==> config.mk <==
export PLATFORM = sky130hd
export DESIGN_NAME = generic_fifo_sc_prog
export DESIGN_NICKNAME = d
export VERILOG_FILES = /design/src/rtl/generic_fifo_sc_prog.sv
export SDC_FILE = /design/constraint.sdc
export NUM_CORES = 2
export LEC_CHECK = 0
export ABC_AREA = 0
export BUFFER_PORTS_ARGS = -buffer_cell sky130_fd_sc_hd__buf_2
export CAP_MARGIN = 20
export CORE_MARGIN = 10
export CORE_UTILIZATION = 30
export CTS_BUF_LIST = sky130_fd_sc_hd__clkbuf_2 sky130_fd_sc_hd__clkbuf_4 sky130_fd_sc_hd__clkbuf_8
export DETAILED_ROUTE_END_ITERATION = 6
export HOLD_SLACK_MARGIN = 0.05
export PLACE_DENSITY = 0.51
export SETUP_SLACK_MARGIN = 0.2
export SYNTH_ARGS = -nofsm -noshare
export SYNTH_HDL_FRONTEND = slang
export SYNTH_SLANG_ARGS = --single-unit
==> constraint.sdc <==
create_clock -name clk -period 5.7 [get_ports clk]
set_input_delay 0.285 -clock clk [delete_from_list [all_inputs] [get_ports clk]]
set_output_delay 0.285 -clock clk [all_outputs]
set_load 0.05 [all_outputs]
==> src/rtl/generic_fifo_sc_prog.sv <==
`default_nettype none
// ============================================================================
// Module   : generic_fifo_sc_prog
// Purpose  : Single-clock FIFO with programmable almost-full/almost-empty
//            thresholds, coarse quarter-level indication, exact occupancy
//            count and sticky overflow/underflow error flags.
// Revision : 1.0 - initial release
// ----------------------------------------------------------------------------
// Parameters
//   dw       data width in bits
//   aw       address width; depth D = 2**aw words
//   n        almost-full/almost-empty threshold in words (1 <= n < D/2)
// Ports
//   clk        in   clock, everything on its rising edge
//   rst        in   synchronous reset, active low
//   clr        in   synchronous clear, active high (memory untouched)
//   din[dw]    in   write data
//   we, re     in   write / read requests
//   dout[dw]   out  read data
//   full       out  count == D
//   empty      out  count == 0
//   full_n     out  almost full,  count >= D-n
//   empty_n    out  almost empty, count <= n
//   level[2]   out  occupancy quarter (00 <D/4, 01 <D/2, 10 <3D/4, 11 else)
//   count[aw+1] out exact occupancy 0..D
//   overflow   out  sticky: write attempted while full
//   underflow  out  sticky: read attempted while empty
// Build option
//   GENERIC_FIFO_FWFT_EN  when defined, dout shows the head word whenever the
//                         FIFO is not empty (first-word-fall-through). When
//                         undefined, dout is registered and updates the cycle
//                         after an accepted read.
// ============================================================================
module generic_fifo_sc_prog #(
  parameter int dw = 8,
  parameter int aw = 8,
  parameter int n  = 32
) (
  input  logic          clk,
  input  logic          rst,
  input  logic          clr,
  input  logic [dw-1:0] din,
  input  logic          we,
  input  logic          re,
  output logic [dw-1:0] dout,
  output logic          full,
  output logic          empty,
  output logic          full_n,
  output logic          empty_n,
  output logic [1:0]    level,
  output logic [aw:0]   count,
  output logic          overflow,
  output logic          underflow
);

  localparam int unsigned C_DEPTH   = 1 << aw;
  localparam logic [aw:0] C_FULL    = (aw+1)'(C_DEPTH);
  localparam logic [aw:0] C_Q1      = (aw+1)'(C_DEPTH / 4);
  localparam logic [aw:0] C_Q2      = (aw+1)'(C_DEPTH / 2);
  localparam logic [aw:0] C_Q3      = (aw+1)'((3 * C_DEPTH) / 4);
  localparam logic [aw:0] C_AF      = (aw+1)'(C_DEPTH - n);
  localparam logic [aw:0] C_AE      = (aw+1)'(n);
  localparam logic [aw:0] C_CNT_ONE = (aw+1)'(1);
  localparam logic [aw-1:0] C_PTR_ONE = aw'(1);

  // Storage: plain array, one write port, one read port, never reset.
  logic [dw-1:0] mem [C_DEPTH];

  logic [aw-1:0] wp_q, wp_d;
  logic [aw-1:0] rp_q, rp_d;
  logic [aw:0]   count_q, count_d;
  logic          full_q, full_d;
  logic          empty_q, empty_d;
  logic          full_n_q, full_n_d;
  logic          empty_n_q, empty_n_d;
  logic [1:0]    level_q, level_d;
  logic          overflow_q, overflow_d;
  logic          underflow_q, underflow_d;

  logic          w_we_acc;
  logic          w_re_acc;

  // Acceptance is judged on the registered flags, so a write into a full
  // FIFO stays dropped even when a read frees a slot in the same cycle.
  // clr blocks both requests outright.
  assign w_we_acc = we & ~full_q  & ~clr;
  assign w_re_acc = re & ~empty_q & ~clr;

  // --------------------------------------------------------------------------
  // Pointer, count and error-flag next state
  // --------------------------------------------------------------------------
  always_comb begin
    wp_d        = wp_q;
    rp_d        = rp_q;
    count_d     = count_q;
    overflow_d  = overflow_q;
    underflow_d = underflow_q;

    if (clr) begin
      wp_d        = '0;
      rp_d        = '0;
      count_d     = '0;
      overflow_d  = 1'b0;
      underflow_d = 1'b0;
    end else begin
      if (w_we_acc) wp_d = wp_q + C_PTR_ONE;
      if (w_re_acc) rp_d = rp_q + C_PTR_ONE;

      // Simultaneous accepted read and write leave the count unchanged.
      case ({w_we_acc, w_re_acc})
        2'b10:   count_d = count_q + C_CNT_ONE;
        2'b01:   count_d = count_q - C_CNT_ONE;
        default: count_d = count_q;
      endcase

      if (we && full_q)  overflow_d  = 1'b1;
      if (re && empty_q) underflow_d = 1'b1;
    end
  end

  // --------------------------------------------------------------------------
  // Occupancy flags derived from the next count, so they register in step
  // with the count itself. A clear forces count_d to zero, which yields the
  // reset values of every flag without a separate path.
  // --------------------------------------------------------------------------
  always_comb begin
    full_d    = (count_d == C_FULL);
    empty_d   = (count_d == '0);
    full_n_d  = (count_d >= C_AF);
    empty_n_d = (count_d <= C_AE);

    if (count_d < C_Q1) begin
      level_d = 2'b00;
    end else if (count_d < C_Q2) begin
      level_d = 2'b01;
    end else if (count_d < C_Q3) begin
      level_d = 2'b10;
    end else begin
      level_d = 2'b11;
    end
  end

  // --------------------------------------------------------------------------
  // Control registers
  // --------------------------------------------------------------------------
  always_ff @(posedge clk) begin
    if (!rst) begin
      wp_q        <= '0;
      rp_q        <= '0;
      count_q     <= '0;
      full_q      <= 1'b0;
      empty_q     <= 1'b1;
      full_n_q    <= 1'b0;
      empty_n_q   <= 1'b1;
      level_q     <= 2'b00;
      overflow_q  <= 1'b0;
      underflow_q <= 1'b0;
    end else begin
      wp_q        <= wp_d;
      rp_q        <= rp_d;
      count_q     <= count_d;
      full_q      <= full_d;
      empty_q     <= empty_d;
      full_n_q    <= full_n_d;
      empty_n_q   <= empty_n_d;
      level_q     <= level_d;
      overflow_q  <= overflow_d;
      underflow_q <= underflow_d;
    end
  end

  // Memory write. Gated by rst so a write presented during reset is lost.
  always_ff @(posedge clk) begin
    if (rst && w_we_acc) begin
      mem[wp_q] <= din;
    end
  end

  // --------------------------------------------------------------------------
  // Read data path
  // --------------------------------------------------------------------------
`ifdef GENERIC_FIFO_FWFT_EN
  // Head word is presented combinationally from the read pointer. While
  // empty the output is parked at zero so it stays stable.
  assign dout = empty_q ? '0 : mem[rp_q];
`else
  logic [dw-1:0] dout_q, dout_d;

  // Registered read: the popped word appears the cycle after the read and
  // holds until the next accepted read. A clear leaves it untouched.
  always_comb begin
    dout_d = dout_q;
    if (w_re_acc) dout_d = mem[rp_q];
  end

  always_ff @(posedge clk) begin
    if (!rst) begin
      dout_q <= '0;
    end else begin
      dout_q <= dout_d;
    end
  end

  assign dout = dout_q;
`endif

  assign full      = full_q;
  assign empty     = empty_q;
  assign full_n    = full_n_q;
  assign empty_n   = empty_n_q;
  assign level     = level_q;
  assign count     = count_q;
  assign overflow  = overflow_q;
  assign underflow = underflow_q;

endmodule
`default_nettype wire

==> metrics.yaml <==
clk_pin_slew_worst_paths_ns: 0.06
firstDrtPassIters: 6
grt_pass1_vias: 42851
ys_ff_latch: 2089
reg2reg_to: "dout[0]"
synthDistinctLibCells: 75
syn_nets: 3994
reg2reg_from: "rp_q[5]"
worst_pin_slew_ns: 1.24
peakVddDrop_mv: 0.266
top_layer: "met5"
clock-root-buffer: "clkbuf_8"
p_sw_mw: 6.35
area_growth_pct: 14.0
synthArstFlopShare_pct: 0
clock_path_buffers: 4
pwr-share-clk_pct: 42.4
fin_cells: 8070
n_fill_cell: 25533
drt_wl_total_mm: 243
worstPathArrival_ns: 5.24
synth_top_area_share_pct: 75.3
setup_tns_ns: 0
syn_area_per_cell_um2: 20.6
period_share_pct: 75.9
hp-start: "rst"
power.leakage_nw: 27.7
fin_crit_ns: 4.32
ys.warnings.count: 0
slew_violations: 0
cts_sinks: 2089
synth_top_area_cell: "edfxtp_1"
hold_class: "in2reg"
power_mw: 30.1
powerDensity_nw_per_um2: 324
die_height_um: 542
synth_seq_area_share_pct: 76.3
end_kind: "flop"
critical_path_required_ns: 6.62
drt_iter0_markers: 5379
start_util_pct: 30.1
num_io_pins: 38
r2r_setup_slack_ns: 1.38
holdPathEnd: "empty"
route.met2.wl_mm: 111
rows: 191
hold_ws_ns: 0.194
via_per_inst: 5.23
seqPwrFrac_pct: 56.0
cts_made_buffers: 359
synth_flop_cell: "edfxtp_1"
wl_per_cell_um: 30.1
min_path_cells: 3
cp_max_fo: 11
cts_tree: "done"
hold_viol: 0
drc: 0
place_congestion: 0.811
grt_usage_pct: 16.1
die_area_um2: 294000
vias: 42245
grt_max_degree: 205
skew_ns: 0.0976
dp_hpwl_mm: 144
grt_pass1_wl_mm: 340
switching_share_pct: 21.1
synth_area_leaders: "edfxtp_1 75%, mux4_2 13%, mux2i_1 1.9%"
syn_area_um2: 81700
internal-power_mw: 23.8
slowest_delay_ns: 0.95
wl_met1_mm: 103
routed-wl-met3_mm: 20.7
setup_violations: 0
coreArea_um2: 271000
cap_viol_max_count: 0
start_kind: "flop"
synth-edff-count: 2048
ant_nets: 0
rr_worst_depth: 8
criticalPathCategory: "reg2reg"
drive_above_1_share_pct: 27.3
portBuffers: 37
cp_cell_sequence: "inv_1, nand2_1, buf_4, a211oi_1, a21oi_1, o2111ai_1, o221ai_1, o41a_1"
finish.net_count: 4277
status: "completed"
clk_latency_ns: 1.08
dieWidth_um: 542
antenna_found_initial: 13
htreeDepth: 5
power_frac_comb_pct: 1.6
relSlewSlack_pct: 16.8
rsz0062_at_grt: "no"
max_freq_mhz: 231
cts-resized-gates: 0
postSynthCellCount: 3974
placedCellCount: 7444
gr-total-overflow: 0
crit_path_top_delay_cell: "inv_1"
-- logic make-up after synthesis --
| kind of cell | synth area share [%] |
|---|---|
| AO/OA/AOI/OAI | 3.18 |
| XOR/XNOR | 0.204 |
| adder cells (fa/ha/maj) | 0.107 |
| buffers and inverters | 1.71 |
| flip-flops | 76.3 |
| multiplexers | 15.5 |
| AND/OR/NAND/NOR | 3.01 |
-- cell type report --
type                            instances  area [um^2]  share of cell area [%]
Timing Repair Buffer                  174         1690                    1.82
Inverter                               15         60.1                  0.0645
Tap cell                             3570         4470                    4.80
Clock buffer                          489         5950                    6.39
Clock inverter                        106          548                   0.588
Multi-Input combinational cell       1618        18000                    19.4
Sequential cell                      2089        62300                    66.9
Antenna cell                            9         22.5                  0.0242
-- placed cells by master (no fill, tap or decap), types with 32 or more instances in the layout --
cell type	netlist	layout
a221oi_1	32	32
edfxtp_1	2048	2048
clkbuf_4	0	125
nand3_1	47	45
buf_4	25	84
nor2_1	336	335
a21oi_1	65	65
a22oi_1	65	65
dfxtp_1	41	34
mux4_2	487	487
o22ai_1	35	35
o21ai_0	33	33
clkinv_1	1	71
clkbuf_8	0	371
nand2_1	90	79
mux2i_1	153	153
-- metrics by stage --
stage | area, um^2 | util [%] | setup slack, ns
5_1_grt | 93100 | 34.4 | 1.23
6_report | 93100 | 34.4 | 1.38
3_5_place_dp | 86400 | 31.9 | 1.38
2_1_floorplan | 81700 | - | 2.31
3_3_place_gp | 86300 | 31.8 | 1.07
4_1_cts | 93000 | 34.3 | 1.36
-- worst max path at each step --
stage,from,to,slack (ns),cells after the start
global placement,rp_q[0],dout[5],1.07,7
global route,rp_q[0],dout[1],1.23,7
detailed placement,rp_q[0],dout[6],1.38,7
floorplan,empty,empty_n,2.31,14
finish,rp_q[5],dout[0],1.38,8
CTS,rp_q[0],dout[6],1.36,7
-- cells in the mapped netlist, types with 7 or more instances --
master,instances
edfxtp_1,2048
mux4_2,487
nor2_1,336
mux2i_1,153
clkbuf_1,117
nand2_1,90
a21oi_1,65
a22oi_1,65
buf_2,61
nand3_1,47
dfxtp_1,41
o22ai_1,35
o21ai_0,33
a221oi_1,32
buf_6,30
nor3_1,30
buf_4,25
o211ai_1,20
buf_1,19
a211oi_1,18
nor2b_1,18
o221ai_1,16
mux2_2,14
xnor2_1,12
inv_1,11
a2111oi_0,9
a31oi_1,9
or3_1,8
ha_1,7
xor2_1,7
-- repair_timing --
action,in CTS,in global routing
buffers inserted,0,0
setup endpoints to repair,0,0
endpoints found under the hold margin,578,0
hold buffers,16,0
-- power by group through the flow --
stage | Combinational [mW] | Sequential [mW] | Clock, mW
finish | 0.484 | 16.9 | 12.8
global route | 0.516 | 16.9 | 13.7
CTS | 0.493 | 16.9 | 13.0
detailed placement | 0.483 | 17.2 | 0
global placement | 0.467 | 17.2 | 0
floorplan | 0.124 | 17.2 | 0
-- metal layers --
metal / up-vias / global-route usage, %
li1: 17112 / -
met1: 22639 / 22.6
met2: 2004 / 24.5
met3: 488 / 3.57
met4: 2 / 5.77
met5: - / 0
-- registers in the layout, summed over array words and instances, names as in the netlist --
signal	flops
underflow	1
full_n	1
empty	1
level	2
dout	8
full	1
overflow	1
count	9
rp_q	8
mem	2048
wp_q	8
empty_n	1
-- worst max-delay path: cells and delay by family (launching register included) --
family	cells	cell delay, ns
buf+inv	2	1.38
compound gates	5	1.63
flops	1	0.47
simple gates	1	0.64
Power figures use the tool's default switching activity.
